[config.mk]
export PLATFORM = sky130hd
export DESIGN_NAME = load_store_unit
export DESIGN_NICKNAME = d
export VERILOG_FILES = /design/src/rtl/load_store_unit.sv
export SDC_FILE = /design/constraint.sdc
export NUM_CORES = 1
export LEC_CHECK = 0
export ABC_CLOCK_PERIOD_IN_PS = 2900
export BUFFER_PORTS_ARGS = -buffer_cell sky130_fd_sc_hd__buf_4
export CAP_MARGIN = 20
export CORE_MARGIN = 2
export CORE_UTILIZATION = 50
export DETAILED_ROUTE_END_ITERATION = 7
export PLACE_DENSITY = 0.79
export SYNTH_ARGS = -nofsm -noshare
export SYNTH_HDL_FRONTEND = slang
export SYNTH_SLANG_ARGS = --single-unit
export TNS_END_PERCENT = 1
[constraint.sdc]
create_clock -name clk -period 2.9 [get_ports clk]
set_input_delay 0.725 -clock clk [delete_from_list [all_inputs] [get_ports clk]]
set_output_delay 0.725 -clock clk [all_outputs]
set_load 0.005 [all_outputs]
[src/rtl/load_store_unit.sv]
// Load/store initiator for a word-wide DataMemory without byte enables.
// Extends narrow loads, does read-modify-write for narrow stores, and flags bad requests.
module load_store_unit #(
  parameter int unsigned DEPTH  = 32,
  parameter int unsigned RD_LAT = 1
) (
  input  logic        clk,
  input  logic        rst_n,
  input  logic        req_valid,
  output logic        req_ready,
  input  logic        req_we,
  input  logic [2:0]  req_op,
  input  logic [31:0] req_addr,
  input  logic [31:0] req_wdata,
  output logic        resp_valid,
  input  logic        resp_ready,
  output logic [31:0] resp_rdata,
  output logic        resp_err,
  output logic [31:0] mem_address,
  output logic [31:0] mem_write_data,
  output logic        mem_read,
  output logic        mem_write,
  input  logic [31:0] mem_read_data
);

  localparam logic [2:0] OP_B  = 3'b000;
  localparam logic [2:0] OP_H  = 3'b001;
  localparam logic [2:0] OP_W  = 3'b010;
  localparam logic [2:0] OP_BU = 3'b100;
  localparam logic [2:0] OP_HU = 3'b101;
  localparam logic [2:0] WAIT_INIT = 3'(RD_LAT - 1);

  typedef enum logic [2:0] {IDLE, RD, RD_WAIT, RMW_RD, RMW_WAIT, WR, RESP} state_t;

  state_t      state, state_n;
  logic [2:0]  op_q, op_n;
  logic [1:0]  lane_q, lane_n;
  logic [31:0] wdata_q, wdata_n;
  logic [2:0]  cnt_q, cnt_n;
  logic        req_ready_n, resp_valid_n, resp_err_n, mem_read_n, mem_write_n;
  logic [31:0] resp_rdata_n, mem_address_n, mem_write_data_n;
  logic        accept, bad_align, bad_range, bad_op, bad;
  logic [31:0] word_idx;

  function automatic logic [31:0] extend(input logic [2:0] op, input logic [1:0] lane,
                                         input logic [31:0] word);
    logic [7:0]  b;
    logic [15:0] h;
    b = word[{lane, 3'b000} +: 8];
    h = lane[1] ? word[31:16] : word[15:0];
    case (op)
      OP_B:    extend = {{24{b[7]}}, b};
      OP_BU:   extend = {24'b0, b};
      OP_H:    extend = {{16{h[15]}}, h};
      OP_HU:   extend = {16'b0, h};
      default: extend = word;
    endcase
  endfunction

  function automatic logic [31:0] merge(input logic [2:0] op, input logic [1:0] lane,
                                        input logic [31:0] word, input logic [31:0] wdata);
    merge = word;
    if (op == OP_H) begin
      if (lane[1]) merge[31:16] = wdata[15:0];
      else         merge[15:0]  = wdata[15:0];
    end else begin
      merge[{lane, 3'b000} +: 8] = wdata[7:0];
    end
  endfunction

  always_comb begin
    word_idx  = {2'b00, req_addr[31:2]};
    bad_align = ((req_op[1:0] == 2'b01) && req_addr[0]) ||
                ((req_op == OP_W) && (req_addr[1:0] != 2'b00));
    bad_range = word_idx >= 32'(DEPTH);
    bad_op    = (req_op == 3'b011) || (req_op == 3'b110) || (req_op == 3'b111) ||
                (req_we && req_op[2]);
    bad       = bad_align || bad_range || bad_op;
    accept    = req_valid && req_ready;
  end

  // Registered outputs are computed here as next values and only change on strobe/response events.
  always_comb begin
    state_n          = state;
    op_n             = op_q;
    lane_n           = lane_q;
    wdata_n          = wdata_q;
    cnt_n            = cnt_q;
    req_ready_n      = req_ready;
    resp_valid_n     = resp_valid;
    resp_err_n       = resp_err;
    resp_rdata_n     = resp_rdata;
    mem_read_n       = 1'b0;
    mem_write_n      = 1'b0;
    mem_address_n    = mem_address;
    mem_write_data_n = mem_write_data;
    case (state)
      IDLE: begin
        req_ready_n = 1'b1;
        if (accept) begin
          req_ready_n  = 1'b0;
          op_n         = req_op;
          lane_n       = req_addr[1:0];
          wdata_n      = req_wdata;
          resp_rdata_n = '0;
          resp_err_n   = 1'b0;
          if (bad) begin
            state_n      = RESP;
            resp_valid_n = 1'b1;
            resp_err_n   = 1'b1;
          end else begin
            mem_address_n = word_idx;
            if (!req_we) begin
              state_n    = RD;
              mem_read_n = 1'b1;
            end else if (req_op == OP_W) begin
              state_n          = WR;
              mem_write_n      = 1'b1;
              mem_write_data_n = req_wdata;
            end else begin
              state_n    = RMW_RD;
              mem_read_n = 1'b1;
            end
          end
        end
      end
      RD: begin
        state_n = RD_WAIT;
        cnt_n   = WAIT_INIT;
      end
      RD_WAIT: begin
        if (cnt_q == '0) begin
          state_n      = RESP;
          resp_valid_n = 1'b1;
          resp_rdata_n = extend(op_q, lane_q, mem_read_data);
        end else begin
          cnt_n = cnt_q - 3'd1;
        end
      end
      RMW_RD: begin
        state_n = RMW_WAIT;
        cnt_n   = WAIT_INIT;
      end
      RMW_WAIT: begin
        if (cnt_q == '0) begin
          state_n          = WR;
          mem_write_n      = 1'b1;
          mem_write_data_n = merge(op_q, lane_q, mem_read_data, wdata_q);
        end else begin
          cnt_n = cnt_q - 3'd1;
        end
      end
      WR: begin
        state_n      = RESP;
        resp_valid_n = 1'b1;
      end
      RESP: begin
        if (resp_ready) begin
          state_n      = IDLE;
          resp_valid_n = 1'b0;
          resp_err_n   = 1'b0;
          resp_rdata_n = '0;
          req_ready_n  = 1'b1;
        end
      end
      default: state_n = IDLE;
    endcase
  end

  always_ff @(posedge clk or negedge rst_n) begin
    if (!rst_n) begin
      state          <= IDLE;
      op_q           <= '0;
      lane_q         <= '0;
      wdata_q        <= '0;
      cnt_q          <= '0;
      req_ready      <= 1'b0;
      resp_valid     <= 1'b0;
      resp_err       <= 1'b0;
      resp_rdata     <= '0;
      mem_read       <= 1'b0;
      mem_write      <= 1'b0;
      mem_address    <= '0;
      mem_write_data <= '0;
    end else begin
      state          <= state_n;
      op_q           <= op_n;
      lane_q         <= lane_n;
      wdata_q        <= wdata_n;
      cnt_q          <= cnt_n;
      req_ready      <= req_ready_n;
      resp_valid     <= resp_valid_n;
      resp_err       <= resp_err_n;
      resp_rdata     <= resp_rdata_n;
      mem_read       <= mem_read_n;
      mem_write      <= mem_write_n;
      mem_address    <= mem_address_n;
      mem_write_data <= mem_write_data_n;
    end
  end

endmodule
==> results list <==
* Standard cell core area: 0.0125 mm2
- Effective utilization at floorplan: 50.6%
* Final Cycle Share: roughly 86%
* CTS tree: done
- Number of gates resized after CTS: 0
- Met1 global-route usage: between 30% and 40%
- The net count of the finished layout is 972.
* Final count of hold timing violations: 0
* Overall die height: 117 um
* Max-slew headroom at the worst pin: 39.3%
- Count leader, synth: nand2_1
* Worst vdd ir: 0.522 mV
- For the worst-skew pair, the clock arrives at the later sink with an insertion delay of 0.42 ns.
* Number of hold-repair buffers added at the cts stage: 0
* Flop and latch count out of synthesis: 126
- Sequential cell area: 0.00315 mm2
- Row generation in the floorplan step produced 41 rows.
* Power density of the placed cells: 1040 mW/mm2
* Layer with the highest usage after global routing: met2
* Ranking of synthesized cells by instance count: nand2_1, dfrtp_1, o21ai_0
- At the worst endpoint, the arrival time is 2.84 ns.
- In this run the horizontal extent of the chip is approximately 120 um.
- In this design, the stage delay of the slowest critical-path cell is 0.70 ns.
- Setup repair after global routing left no endpoint under its margin.
- Signed area change from the synthesized netlist to the final layout: 37.0%
- Cells with a size suffix above 1 make up between 30 and 40% of the layout.
- Detailed placement ended at an HPWL of 14.9 mm.
- The first global-routing pass estimated 31.4 mm of wire.
- Detailed routing inserted a total of 6135 vias.
- The worst setup path is captured at a register.
- Area enclosed by the die boundary: 0.0136 mm2
- For this run the aggregate overflow at the end of global routing stands at 0.
- For the final routed database, the setup TNS stands at 0 ns.
* Buffers inserted during post-CTS setup optimization: 0
- Initial antenna violation count: 1
- Number of design-rule violations left by the first detailed-router iteration: just over 800
- Path type of the worst min-delay path: input pin to asynchronous set/reset pin
* Number of pins exceeding their max-slew limit in the final report: 0
* Transition at the pin with the smallest max-transition slack: between 0.9 and 1 ns
- Largest net degree at the start of global routing: 53
* Leakage dissipation: 4.40 nW
- Synthesis produced between 600 and 700 cells.
- Vias in the first global route: 6062
* Global routing usage on met3: under 10%
- For this run, the total global-route usage over all layers was measured as a little under a third.
- Library cell contributing the largest single delay on the critical path: dfrtp_1
- Fraction of registers with async set/reset: 100%
* Final weighted congestion of routability-driven global placement: ~0.94
* Count of max-cap constraint violations: 0
- Most frequently used flop master after synthesis: dfrtp_1
- Tot Pwr: 9.03 mW
- Walking the worst path, the cells encountered are nand2b_1 -> or2_1 -> buf_4 -> nor2_1 -> a222oi_1 -> mux2i_1.
* Critical Path Start Type: register
- Number of clock sinks: 126
- Diode insertion count for antenna repair: 0
* Inserted Clock Buffers: 17
- Crit path buffers/inverters: 1
- Ranked by total cell area, the synthesized netlist is headed by dfrtp_1, nand2_1, o21ai_0.
- Warnings, synthesis: 0
- Clk buf depth: 2
- STA puts the critical path data required time at 3.23 ns.
- Grouping stages by cell kind, the critical path spends the most delay in simple AND/OR/NAND/NOR gates.
* Place WS: 0.208 ns
- Dominant cell type by area after synthesis: dfrtp_1
* Mapped Avg Cell Area: 9.63 um2
* Area of the multi-input gates: just under 0.003 mm2
- Post-DR vias/cell: 5.87
- Maximum clock rate: 399 MHz
- Depth of the CTS H-tree: 4
- For this run, global-route usage on met2 was measured as roughly half.
- Pin placement for this block handled between 200 and 250 I/O pins.
- Setup slack on the critical path of the routed design comes to between 0.3 and 0.4 ns.
- Number of setup violations in the final report: 0
- Clock-pin slew was measured on the worst setup and hold paths at around 0.060 ns.
- Unique cell type count in the Yosys netlist: 54
- Number of search-and-repair iterations in the first detailed-routing pass: 5
* Sequential element share of the synthesized area: 49.8%
- DRC violations left: 0
- In this run, synthesis inferred 0 flip-flops with an integrated enable.
- Post-DRT Antenna Nets: 0
- Area after DPL: 0.00807 mm2
* Post-route minimum period: 2.51 ns
* Critical path peak fanout: 18
- Summed instance area of the synthesized netlist: 0.00633 mm2
* Cell chosen for the clock root: clkbuf_16
- The run finished with clean final reports.
- Fillcell total: 975
* Final clock skew: 0.00856 ns
- After detailed routing, the total wire length is between 20 and 25 mm.
- Final Instance Area: 0.00868 mm2
* Average detailed-routed wire length per instance: 19.4 um
- Area share of the largest cell type after synthesis: 49.8%
- The count of buffers added on input and output ports is 202.
* Category of the critical setup timing path: register to register
stage by stage:
| step | hold WS, ns | utilization [%] | instances |
|---|---|---|---|
| 5_1_grt | 0.385 | 69.3 | 1046 |
| 6_report | 0.345 | 69.3 | 1046 |
| 3_5_place_dp | 0.480 | 64.4 | 1014 |
| 4_1_cts | 0.367 | 69.3 | 1046 |
| 2_1_floorplan | 0.429 | - | 659 |
| 3_3_place_gp | 0.463 | 64.4 | 1013 |
state kept, by name (all words and copies together) (netlist names):
register and count:
req_ready 1, wdata_q 16, mem_write_data 32, resp_valid 1
op_q 3, lane_q 2, cnt_q 3, mem_write 1
mem_read 1, resp_err 1, state 3, resp_rdata 32
mem_address 30
per-layer routing:
layer	wire length (um)	share of wire, %	vias to the layer above
li1	-	-	2723
met1	7910	39	2934
met3	1860	9.2	80
met2	9750	48	398
met4	724	3.6	0
met5	0	0	-
layout by cell type (no fill, tap or decap), drive strengths merged, types with 4 or more instances in the layout:
cell type,synthesis,routed
dfrtp,126,126
clkinv,0,4
nor2b,31,31
clkbuf,27,22
a32oi,8,8
inv,24,24
mux2,22,22
o221ai,9,9
and3,9,9
buf,16,226
nor4,6,6
nor2,50,50
a211oi,4,4
a21oi,29,29
ha,7,7
a221oi,16,16
nor3,9,9
mux2i,25,25
a222oi,16,16
o21ai,58,58
nand2,132,132
final timing paths:
kind                                                  from                        endpoint  slack (ns)  depth (start not counted)
max in group asynchronous                            rst_n             mem_write$_DFF_PN0_        1.71                          2
worst max register to register        state[2]$_DFFE_PN0P_  mem_write_data[22]$_DFFE_PN0P_        0.39                          6
min in group clk                resp_rdata[11]$_DFFE_PN0P_      resp_rdata[11]$_DFFE_PN0P_        0.49                          2
worst min-delay path                                 rst_n     mem_address[28]$_DFFE_PN0P_        0.34                          1
worst max-delay path                  state[2]$_DFFE_PN0P_  mem_write_data[22]$_DFFE_PN0P_        0.39                          6
worst min register to register  resp_rdata[11]$_DFFE_PN0P_      resp_rdata[11]$_DFFE_PN0P_        0.49                          2
layout make-up:
type                       instances  share of cell area, %
sequential                       126                   36.3
multi-input combinational        466                   33.4
timing repair buffer             226                   19.7
clock buffer                      22                   5.47
tap                              172                   2.48
clock inverter                    10                   1.57
inverter                          24                   1.04
power by group:
| group | total [mW] | internal (mW) | switching (mW) |
|---|---|---|---|
| sequential | 2.92 | 2.36 | 0.550 |
| clock | 2.19 | 1.42 | 0.780 |
| combinational | 3.92 | 1.89 | 2.03 |
| total | 9.03 | 5.67 | 3.36 |
kinds of logic after synthesis:
| group | share of synthesized area, % |
|---|---|
| AND/OR/NAND/NOR | 18.8 |
| multiplexers | 8.99 |
| buffers and inverters | 4.56 |
| other | 0.0592 |
| AO/OA/AOI/OAI | 16.5 |
| adder cells (fa/ha/maj) | 1.38 |
| flip-flops | 49.8 |
Power figures use the tool's default switching activity.
